File: config.mk
export PLATFORM = sky130hd
export DESIGN_NAME = writeback_unit_flat
export DESIGN_NICKNAME = d
export VERILOG_FILES = /design/src/rtl/writeback_unit_pkg.sv /design/src/rtl/writeback_unit_if.sv /design/src/rtl/writeback_unit_load_align.sv /design/src/rtl/writeback_unit.sv /design/src/flat_wrapper.sv
export SDC_FILE = /design/constraint.sdc
export NUM_CORES = 1
export LEC_CHECK = 0
export CELL_PAD_IN_SITES_DETAIL_PLACEMENT = 0
export CELL_PAD_IN_SITES_GLOBAL_PLACEMENT = 2
export CORE_MARGIN = 5
export CORE_UTILIZATION = 28
export DETAILED_ROUTE_END_ITERATION = 16
export PLACE_DENSITY = 0.79
export SLEW_MARGIN = 40
export SYNTH_ARGS = -nofsm -noshare
export SYNTH_HDL_FRONTEND = slang
export SYNTH_HIERARCHICAL = 1
export SYNTH_SLANG_ARGS = --single-unit
File: constraint.sdc
create_clock -name clk_i -period 2.4 [get_ports clk_i]
set_clock_uncertainty 0.1 [all_clocks]
set_input_delay 0.48 -clock clk_i [delete_from_list [all_inputs] [get_ports clk_i]]
set_output_delay 0.48 -clock clk_i [all_outputs]
set_load 0.02 [all_outputs]
File: src/rtl/writeback_unit_pkg.sv
// rtl/writeback_unit_pkg.sv - shared core types: load funct3 encodings, holding entries, arbitration default
package writeback_unit_pkg;

  localparam int STARVE_MAX_DEFAULT = 3;

  typedef enum logic [2:0] {
    F3_LB  = 3'b000,
    F3_LH  = 3'b001,
    F3_LW  = 3'b010,
    F3_LBU = 3'b100,
    F3_LHU = 3'b101
  } ld_funct3_e;

  typedef struct packed {
    logic [4:0]  rd;
    logic [31:0] data;
  } alu_entry_t;

  typedef struct packed {
    logic [4:0]  rd;
    logic [2:0]  funct3;
    logic [1:0]  addr_lo;
    logic [31:0] data;
  } ld_entry_t;

endpackage

File: src/rtl/writeback_unit_if.sv
// rtl/writeback_unit_if.sv - ALU/load result channels and register-file write port
interface writeback_unit_if;

  logic        alu_valid_i;
  logic        alu_ready_o;
  logic [4:0]  alu_rd_ptr_i;
  logic [31:0] alu_data_i;

  logic        ld_valid_i;
  logic        ld_ready_o;
  logic [4:0]  ld_rd_ptr_i;
  logic [2:0]  ld_funct3_i;
  logic [1:0]  ld_addr_lo_i;
  logic [31:0] ld_data_i;

  logic        reg_write_en_o;
  logic [4:0]  rd_ptr_o;
  logic [31:0] rd_o;
  logic        ld_err_o;
  logic        busy_o;

  modport slave (
    input  alu_valid_i, alu_rd_ptr_i, alu_data_i,
    input  ld_valid_i, ld_rd_ptr_i, ld_funct3_i, ld_addr_lo_i, ld_data_i,
    output alu_ready_o, ld_ready_o,
    output reg_write_en_o, rd_ptr_o, rd_o, ld_err_o, busy_o
  );

  modport master (
    output alu_valid_i, alu_rd_ptr_i, alu_data_i,
    output ld_valid_i, ld_rd_ptr_i, ld_funct3_i, ld_addr_lo_i, ld_data_i,
    input  alu_ready_o, ld_ready_o,
    input  reg_write_en_o, rd_ptr_o, rd_o, ld_err_o, busy_o
  );

endinterface

File: src/rtl/writeback_unit_load_align.sv
// rtl/writeback_unit_load_align.sv - load byte/half extraction, sign/zero extension and legality check
module load_align
  import writeback_unit_pkg::*;
(
  input  logic [2:0]  funct3_i,
  input  logic [1:0]  addr_lo_i,
  input  logic [31:0] data_i,
  output logic [31:0] data_o,
  output logic        err_o
);

  logic [7:0]  byte_v;
  logic [15:0] half_v;

  always_comb begin
    byte_v = data_i[7:0];
    case (addr_lo_i)
      2'd1:    byte_v = data_i[15:8];
      2'd2:    byte_v = data_i[23:16];
      2'd3:    byte_v = data_i[31:24];
      default: byte_v = data_i[7:0];
    endcase
    half_v = addr_lo_i[1] ? data_i[31:16] : data_i[15:0];
  end

  always_comb begin
    data_o = '0;
    err_o  = 1'b0;
    case (funct3_i)
      F3_LB:   data_o = {{24{byte_v[7]}}, byte_v};
      F3_LBU:  data_o = {24'd0, byte_v};
      F3_LH: begin
        data_o = {{16{half_v[15]}}, half_v};
        err_o  = addr_lo_i[0];
      end
      F3_LHU: begin
        data_o = {16'd0, half_v};
        err_o  = addr_lo_i[0];
      end
      F3_LW: begin
        data_o = data_i;
        err_o  = (addr_lo_i != 2'd0);
      end
      default: err_o = 1'b1;
    endcase
  end

endmodule

File: src/rtl/writeback_unit.sv
// rtl/writeback_unit.sv - two-entry writeback arbiter: load-first with bounded ALU starvation
module writeback_unit
  import writeback_unit_pkg::*;
#(
  parameter int STARVE_MAX = STARVE_MAX_DEFAULT
) (
  input  logic            clk_i,
  input  logic            rst_i,
  writeback_unit_if.slave wb
);

  localparam int CW = (STARVE_MAX < 1) ? 1 : $clog2(STARVE_MAX + 1);
  localparam logic [CW-1:0] CNT_MAX = CW'(STARVE_MAX);

  alu_entry_t    alu_q;
  ld_entry_t     ld_q;
  logic          alu_full, ld_full;
  logic [CW-1:0] starve_cnt;
  logic          grant_ld, grant_alu;
  logic          alu_take, ld_take;
  logic          alu_full_n, ld_full_n;
  logic [31:0]   ld_data;
  logic          ld_err;

  load_align u_load_align (
    .funct3_i  (ld_q.funct3),
    .addr_lo_i (ld_q.addr_lo),
    .data_i    (ld_q.data),
    .data_o    (ld_data),
    .err_o     (ld_err)
  );

  // A waiting ALU result overrides load priority once it has lost STARVE_MAX times in a row.
  always_comb begin
    grant_ld       = ld_full && !(alu_full && (starve_cnt >= CNT_MAX));
    grant_alu      = alu_full && !grant_ld;
    wb.alu_ready_o = !rst_i && (!alu_full || grant_alu);
    wb.ld_ready_o  = !rst_i && (!ld_full || grant_ld);
    alu_take       = wb.alu_valid_i && wb.alu_ready_o;
    ld_take        = wb.ld_valid_i && wb.ld_ready_o;
    alu_full_n     = alu_take || (alu_full && !grant_alu);
    ld_full_n      = ld_take || (ld_full && !grant_ld);
  end

  always_ff @(posedge clk_i) begin
    if (rst_i) begin
      alu_full          <= 1'b0;
      ld_full           <= 1'b0;
      alu_q             <= '0;
      ld_q              <= '0;
      starve_cnt        <= '0;
      wb.reg_write_en_o <= 1'b0;
      wb.rd_ptr_o       <= '0;
      wb.rd_o           <= '0;
      wb.ld_err_o       <= 1'b0;
      wb.busy_o         <= 1'b0;
    end else begin
      alu_full  <= alu_full_n;
      ld_full   <= ld_full_n;
      wb.busy_o <= alu_full_n || ld_full_n;
      if (alu_take) begin
        alu_q <= '{rd: wb.alu_rd_ptr_i, data: wb.alu_data_i};
      end
      if (ld_take) begin
        ld_q <= '{rd: wb.ld_rd_ptr_i, funct3: wb.ld_funct3_i,
                  addr_lo: wb.ld_addr_lo_i, data: wb.ld_data_i};
      end

      if (grant_alu || !alu_full) begin
        starve_cnt <= '0;
      end else if (grant_ld && (starve_cnt != CNT_MAX)) begin
        starve_cnt <= starve_cnt + 1'b1;
      end

      // rd_ptr_o/rd_o only move on a real write; x0 targets and faulting loads leave them intact.
      wb.reg_write_en_o <= 1'b0;
      wb.ld_err_o       <= 1'b0;
      if (grant_ld) begin
        wb.ld_err_o <= ld_err;
        if (!ld_err && (ld_q.rd != 5'd0)) begin
          wb.reg_write_en_o <= 1'b1;
          wb.rd_ptr_o       <= ld_q.rd;
          wb.rd_o           <= ld_data;
        end
      end else if (grant_alu && (alu_q.rd != 5'd0)) begin
        wb.reg_write_en_o <= 1'b1;
        wb.rd_ptr_o       <= alu_q.rd;
        wb.rd_o           <= alu_q.data;
      end
    end
  end

endmodule

File: src/flat_wrapper.sv
// flat-port wrapper written by rule: the top's interface ports become plain ports
module writeback_unit_flat import writeback_unit_pkg::*;
#(
  parameter int STARVE_MAX = STARVE_MAX_DEFAULT
)
  (clk_i, rst_i, wb_alu_valid_i, wb_alu_rd_ptr_i, wb_alu_data_i, wb_ld_valid_i, wb_ld_rd_ptr_i, wb_ld_funct3_i, wb_ld_addr_lo_i, wb_ld_data_i, wb_alu_ready_o, wb_ld_ready_o, wb_reg_write_en_o, wb_rd_ptr_o, wb_rd_o, wb_ld_err_o, wb_busy_o);
  writeback_unit_if wb_i ();
  input  logic clk_i;
  input  logic rst_i;
  input wire logic [$bits(wb_i.alu_valid_i)-1:0] wb_alu_valid_i;
  input wire logic [$bits(wb_i.alu_rd_ptr_i)-1:0] wb_alu_rd_ptr_i;
  input wire logic [$bits(wb_i.alu_data_i)-1:0] wb_alu_data_i;
  input wire logic [$bits(wb_i.ld_valid_i)-1:0] wb_ld_valid_i;
  input wire logic [$bits(wb_i.ld_rd_ptr_i)-1:0] wb_ld_rd_ptr_i;
  input wire logic [$bits(wb_i.ld_funct3_i)-1:0] wb_ld_funct3_i;
  input wire logic [$bits(wb_i.ld_addr_lo_i)-1:0] wb_ld_addr_lo_i;
  input wire logic [$bits(wb_i.ld_data_i)-1:0] wb_ld_data_i;
  output wire logic [$bits(wb_i.alu_ready_o)-1:0] wb_alu_ready_o;
  output wire logic [$bits(wb_i.ld_ready_o)-1:0] wb_ld_ready_o;
  output wire logic [$bits(wb_i.reg_write_en_o)-1:0] wb_reg_write_en_o;
  output wire logic [$bits(wb_i.rd_ptr_o)-1:0] wb_rd_ptr_o;
  output wire logic [$bits(wb_i.rd_o)-1:0] wb_rd_o;
  output wire logic [$bits(wb_i.ld_err_o)-1:0] wb_ld_err_o;
  output wire logic [$bits(wb_i.busy_o)-1:0] wb_busy_o;
  assign wb_i.alu_valid_i = wb_alu_valid_i;
  assign wb_i.alu_rd_ptr_i = wb_alu_rd_ptr_i;
  assign wb_i.alu_data_i = wb_alu_data_i;
  assign wb_i.ld_valid_i = wb_ld_valid_i;
  assign wb_i.ld_rd_ptr_i = wb_ld_rd_ptr_i;
  assign wb_i.ld_funct3_i = wb_ld_funct3_i;
  assign wb_i.ld_addr_lo_i = wb_ld_addr_lo_i;
  assign wb_i.ld_data_i = wb_ld_data_i;
  assign wb_alu_ready_o = wb_i.alu_ready_o;
  assign wb_ld_ready_o = wb_i.ld_ready_o;
  assign wb_reg_write_en_o = wb_i.reg_write_en_o;
  assign wb_rd_ptr_o = wb_i.rd_ptr_o;
  assign wb_rd_o = wb_i.rd_o;
  assign wb_ld_err_o = wb_i.ld_err_o;
  assign wb_busy_o = wb_i.busy_o;
  writeback_unit #(.STARVE_MAX(STARVE_MAX)) u_core (.clk_i(clk_i), .rst_i(rst_i), .wb(wb_i));
endmodule
==> metrics.txt, run 1 <==
Reg clk slew, reported paths=0.06 ns; CORE AREA=21150 um^2; first-pass GRT wire length=27400 um; CTS Buf Count=17; Lkg Pwr=3.059 nW; top layer in use=met4; worst setup path category=reg2out; final WL=17420 um; vias in the first global route=4863; routed wl met3=682 um; ANT cells=0; reg2reg start=u_core/ld_q[36]$_SDFFE_PP0P_; Final Hold Fails=0; placed cells=1052; GRT overflow=0; reg2reg path depth=6; Net Count, Synth=774; final net count=880; CTS Sinks=123; vias per std cell=4.549; final antenna-violating net count=0; clk_lat worst skew=0.42 ns; setup ws final=0.07892 ns; drt wl/cell=16.07 um; Vias=4931; Slew HR=57.09%; pwr dens=684.2 nW/um^2; Hold Crit Depth=1; synth unique cells=34; Synth top area share=40.61%; Ys Warns=6; initial antenna violation count=0; DR iter-0 viols=269; required time of the critical path=1.82 ns; hold endpoint=u_core/starve_cnt[0]$_SDFFE_PP0P_; setup TNS=0 ns; R2R setup slack=0.23 ns; CTS tree=yes; worst vdd ir=0.0003843 V; post-synthesis cell area=6063 um^2; slowest stage delay, CP=0.34 ns; Die Width=157.2 um; Final period util=96.71%; largest delay contributor family on the critical path=simple AND/OR/NAND/NOR gates; max-slew violations=0; CP Buf/Inv Count=1; Post-Syn Instances=690; fmax=0.4308 GHz; synthesis-to-finish area growth=34.77%; Seq/Total Area, Yosys=40.61%; pre-CTS setup slack=0.2277 ns; RSZ-0062 raised after global routing=no; H-tree levels=4; Crit Path Max Fanout=6; Global Route Usage Sum=14.32%; pin count of the biggest net entering global routing=98; final count of negative-setup-slack endpoints=0; Die Ht=157.2 um; Critical Path End Type=primary output; Worst Tran Pin Value=0.6437 ns; CTS max path bufs=2; met1 wire length=8183 um; FF+latch count, synth=123; hold wc startpoint=u_core/starve_cnt[0]$_SDFFE_PP0P_; drt first pass iters=4; Die ar.=24700 um^2; CP cell instances=ha_1, and3b_1, nor2_1, clkdlybuf4s15_1; met2 routed WL=8321 um; final routed DRC violation total=0; Synth area leader=dfxtp_1; # IOs=125; layout cell share with drive strength beyond 1=18.42%; HP Class=reg2reg; HPWL after DPL=12470 um; outcome=complete, no violations; routability congestion estimate=0.8316; initial core utilization=28.66%; final hold slack=0.3410 ns; Synth area leaders=dfxtp_1 (41%), mux2_2 (13%), nand2_1 (8.8%); Root Driver=clkbuf_16; CP startpoint kind=flip-flop; CP Data Arrival Time=1.74 ns; Post-Syn Area per Cell=8.787 um^2; r2r endpoint=u_core/wb.rd_o[9]$_SDFFE_PP0P_; fillers=2197; FP Rows=53; Period minus WS final=2.321 ns; critical path's slowest cell=dfxtp_1; Non-Filler Instances=1084; total of max-cap violations=0; I/O Buffers=124
registers in the layout, indices dropped and copies added (netlist names):
register and flops:
u_core/wb.busy_o 1, u_core/alu_full 1, u_core/wb.rd_o 32, u_core/ld_q 42
u_core/starve_cnt 2, u_core/wb.ld_err_o 1, u_core/wb.reg_write_en_o 1, u_core/ld_full 1
u_core/alu_q 37, u_core/wb.rd_ptr_o 5
area by class of cell:
cell class / instances / area [um^2] / area share [%]
Multi-Input combinational cell: 511 / 3364 / 41.17
Sequential cell: 123 / 2462 / 30.13
Timing Repair Buffer: 141 / 1428 / 17.47
Clock buffer: 21 / 470.5 / 5.757
Tap cell: 275 / 344.1 / 4.211
Clock inverter: 11 / 95.09 / 1.164
Inverter: 2 / 7.507 / 0.09187
cell usage after synthesis:
master,instances
and3_1,1
dfxtp_1,123
buf_6,5
nor2b_1,77
ha_1,1
inv_1,2
a22oi_1,8
nand3b_1,1
buf_2,9
a21boi_1,1
buf_1,1
a21bo_2,1
a22oi_2,1
o31ai_1,1
mux2_2,70
nor3_1,2
mux2i_1,7
or4_1,2
nand2_1,142
nor2_1,9
a21oi_1,39
and3b_1,1
or2_2,2
nor3b_2,1
o221ai_1,1
a211oi_1,16
mux2_4,20
nand2b_1,43
o211ai_1,1
clkbuf_1,39
nor3b_1,3
a21boi_2,1
a32oi_4,1
o21ai_0,58
placed cells by master (no fill, tap or decap), types with 2 or more instances in the layout:
| cell type | instances |
|---|---|
| mux2_4 | 20 |
| or4_1 | 2 |
| nor2b_1 | 77 |
| nor2_1 | 9 |
| mux2i_1 | 7 |
| clkbuf_8 | 3 |
| buf_4 | 13 |
| or2_2 | 2 |
| o21ai_0 | 58 |
| clkinv_2 | 4 |
| nor3_1 | 2 |
| nor3b_2 | 2 |
| a211oi_1 | 16 |
| nor3b_1 | 2 |
| inv_1 | 2 |
| nand2b_1 | 43 |
| mux2_2 | 70 |
| clkbuf_16 | 17 |
| a22oi_1 | 8 |
| clkinvlp_4 | 6 |
| dfxtp_1 | 123 |
| buf_12 | 5 |
| nand2_1 | 142 |
| a21boi_2 | 2 |
| clkdlybuf4s50_1 | 121 |
| a21oi_1 | 39 |
metal layers:
metal	vias to the layer above	global-route usage [%]
li1	2537	-
met1	2281	19.01
met2	96	22.91
met3	17	3.739
met4	0	4.383
met5	-	0
logic make-up (layout without fill, tap and decap cells):
family                     count (synthesis)  after routing  synth area share, %
and+or+nand+nor                          284            284                23.30
adders and majority gates                  1              1               0.2063
muxes                                     97             97                19.11
AOI/OAI and AO/OA                        129            129                12.51
buffers and inverters                     56            175                4.271
DFF                                      123            123                40.61
through the flow:
step                power, mW  cell area [um^2]  utilization (%)
detailed placement      3.209              7607            35.96
floorplan               2.831              6063                -
global route            5.844              8172            38.63
finish                  5.591              8172            38.63
CTS                     5.681              8170            38.62
global placement        3.204              7607            35.96
worst max path at each step:
stage	start	to	slack, ns	depth (start not counted)
6_report	u_core/starve_cnt[0]$_SDFFE_PP0P_	wb_alu_ready_o	0.08	4
5_1_grt	u_core/starve_cnt[0]$_SDFFE_PP0P_	wb_alu_ready_o	0.0001	4
3_5_place_dp	u_core/starve_cnt[0]$_SDFFE_PP0P_	wb_alu_ready_o	0.23	4
2_1_floorplan	u_core/ld_q[36]$_SDFFE_PP0P_	u_core/wb.rd_o[16]$_SDFFE_PP0P_	0.10	9
3_3_place_gp	u_core/starve_cnt[0]$_SDFFE_PP0P_	wb_alu_ready_o	0.27	4
4_1_cts	u_core/starve_cnt[0]$_SDFFE_PP0P_	wb_alu_ready_o	0.05	4
where the power goes:
group	switching, mW	internal [mW]
Clock	0.944	1.50
Combinational	0.406	0.464
Sequential	0.104	2.18
repair_timing:
action                                  CTS  global route
setup buffers                             0             0
gates resized for setup                   2             1
hold buffers                              0             0
endpoints found under the setup margin    2             1
Power figures use the tool's default switching activity.
==> run 2, diff against run 1 <==
--- a/config.mk
+++ b/config.mk
@@ -8,9 +8,10 @@
 export CELL_PAD_IN_SITES_DETAIL_PLACEMENT = 0
 export CELL_PAD_IN_SITES_GLOBAL_PLACEMENT = 2
 export CORE_MARGIN = 5
-export CORE_UTILIZATION = 28
+export CORE_UTILIZATION = 34
 export DETAILED_ROUTE_END_ITERATION = 16
-export PLACE_DENSITY = 0.79
+export DONT_BUFFER_PORTS = 1
+export PLACE_DENSITY = 0.77
 export SLEW_MARGIN = 40
 export SYNTH_ARGS = -nofsm -noshare
 export SYNTH_HDL_FRONTEND = slang
==> run 2 against run 1 <==
Effect of this change: final area fell by 16%; count of clock-buffer cells in the layout up 4; worst setup slack improved by 0.18 ns; final cell count down 16%; power increased by 0.97%; largest power group unchanged; highest routed layer is now met5.
==> metrics.txt, run 2 (synthesized netlist as in run 1, its figures left out) <==
final hold slack=0.07752 ns; reg2reg path depth=6; CTS tree=yes; final routed DRC violation total=0; Vias=4596; outcome=complete, no violations; CTS Sinks=123; total power=5.646 mW; postcts setup bufs=0; vias per std cell=5.073; total of max-cap violations=0; drt wl/cell=18.32 um; Most flops, register=u_core/ld_q; final net count=752; first-pass GRT wire length=26570 um; fmax=0.4662 GHz; commonest cells after routing, fill and taps aside=nand2_1 (142), dfxtp_1 (123), nor2b_1 (77), mux2_2 (70), o21ai_0 (58); routability congestion estimate=0.7988; ANT cells=0; Reg clk slew, reported paths=0.05 ns; Post-CTS Hold Buffers=0; DR iter-0 viols=281; post-cts sizing count=0; Die Width=143.5 um; Slew HR=65.89%; setup TNS=0 ns; Hold Crit Depth=2; Die Ht=143.5 um; worst setup path category=reg2reg; HPWL after DPL=11700 um; setup ws final=0.2550 ns; CTS max path bufs=2; RSZ-0062 raised after global routing=no; vias in the first global route=4899; initial core utilization=34.81%; Crit Path Max Fanout=38; reg2reg start=u_core/ld_q[36]$_SDFFE_PP0P_; hold endpoint=u_core/ld_q[23]$_SDFFE_PP0P_; pin count of the biggest net entering global routing=164; R2R setup slack=0.25 ns; final antenna-violating net count=0; I/O Buffers=0; drt first pass iters=4; Lkg Pwr=2.613 nW; required time of the critical path=2.60 ns; Period minus WS final=2.145 ns; FP Rows=48; Critical Path End Type=flip-flop; CTS Buf Count=17; r2r endpoint=u_core/wb.rd_o[2]$_SDFFE_PP0P_; max-slew violations=0; Root Driver=clkbuf_16; Final Hold Fails=0; Worst Tran Pin Value=0.5116 ns; H-tree levels=4; hold wc startpoint=wb_ld_data_i[23]; pre-CTS setup slack=0.2900 ns; layout cell share with drive strength beyond 1=20.70%; pwr dens=818.9 nW/um^2; Global Route Usage Sum=16.64%; CP Data Arrival Time=2.34 ns; worst vdd ir=0.0005659 V; final count of negative-setup-slack endpoints=0; initial antenna violation count=1; Final period util=89.38%; final WL=16590 um; # IOs=125; clk_lat worst skew=0.42 ns; synthesis-to-finish area growth=13.70%; fillers=1811; final core occ=39.58%; GRT overflow=0; commonest non-fill, non-tap cell in the layout=nand2_1; HP Class=in2reg; Die ar.=20600 um^2; CP startpoint kind=flip-flop; Largest register FFs=42; CORE AREA=17420 um^2; largest registers=u_core/ld_q x42, u_core/alu_q x37, u_core/wb.rd_o x32
[run 2: cell types whose count changed in the layout (fill, tap and decap cells not counted)]
cell             before  now
bufinv_16             1    4
buf_4                13    9
clkbuf_8              3    4
clkdlybuf4s15_1       1    0
clkbuf_1              1    4
clkinvlp_4            6    0
dlygate4sd2_1         1    0
clkinv_2              4    3
buf_12                5    4
clkdlybuf4s50_1     121    0
[run 2: area by class of cell]
| type | instances | area [um^2] | share of cell area, % |
|---|---|---|---|
| clock inverter | 7 | 135.1 | 1.960 |
| clock buffer | 25 | 495.5 | 7.187 |
| multi-input combinational | 511 | 3364 | 48.80 |
| inverter | 2 | 7.507 | 0.1089 |
| tap | 225 | 281.5 | 4.083 |
| timing repair buffer | 13 | 147.6 | 2.142 |
| sequential | 123 | 2462 | 35.72 |
[run 2: where the power goes]
| part | internal, mW | total, mW | switching [mW] |
|---|---|---|---|
| registers | 2.18 | 2.33 | 0.151 |
| clock network | 1.84 | 2.73 | 0.888 |
| logic | 0.291 | 0.584 | 0.293 |
| total | 4.31 | 5.65 | 1.33 |
[run 2: worst max-delay path, stage by stage (launching register included)]
cell and delay [ns]:
dfxtp_1 0.30, or2_2 0.37, nor3_1 0.16, nor2_1 0.10, o31ai_4 0.28, buf_12 0.29
mux2_2 0.38
[run 2: worst max-delay path by stage]
stage                                           end                               from  cells past startpoint
floorplan           u_core/wb.rd_o[16]$_SDFFE_PP0P_       u_core/ld_q[36]$_SDFFE_PP0P_                      9
global placement     u_core/wb.rd_o[7]$_SDFFE_PP0P_       u_core/ld_q[36]$_SDFFE_PP0P_                      6
detailed placement  u_core/wb.rd_o[11]$_SDFFE_PP0P_       u_core/ld_q[36]$_SDFFE_PP0P_                      6
CTS                                   wb_ld_ready_o  u_core/starve_cnt[0]$_SDFFE_PP0P_                      3
global route         u_core/wb.rd_o[3]$_SDFFE_PP0P_       u_core/ld_q[36]$_SDFFE_PP0P_                      6
finish               u_core/wb.rd_o[2]$_SDFFE_PP0P_       u_core/ld_q[36]$_SDFFE_PP0P_                      6
[run 2: layer usage]
layer  vias to the layer above  routed length, um  GRT usage (%)
met5                         -                  7              0
met4                         2                210          4.311
met3                        16               1119          6.023
met2                       120               8232          28.87
met1                      2184               7024          19.52
li1                       2274                  -              -
[run 2: stage by stage]
stage,std cells,cell area [um^2]
finish,906,6894
detailed placement,874,6264
global placement,874,6264
CTS,906,6894
global route,906,6894
floorplan,690,6063
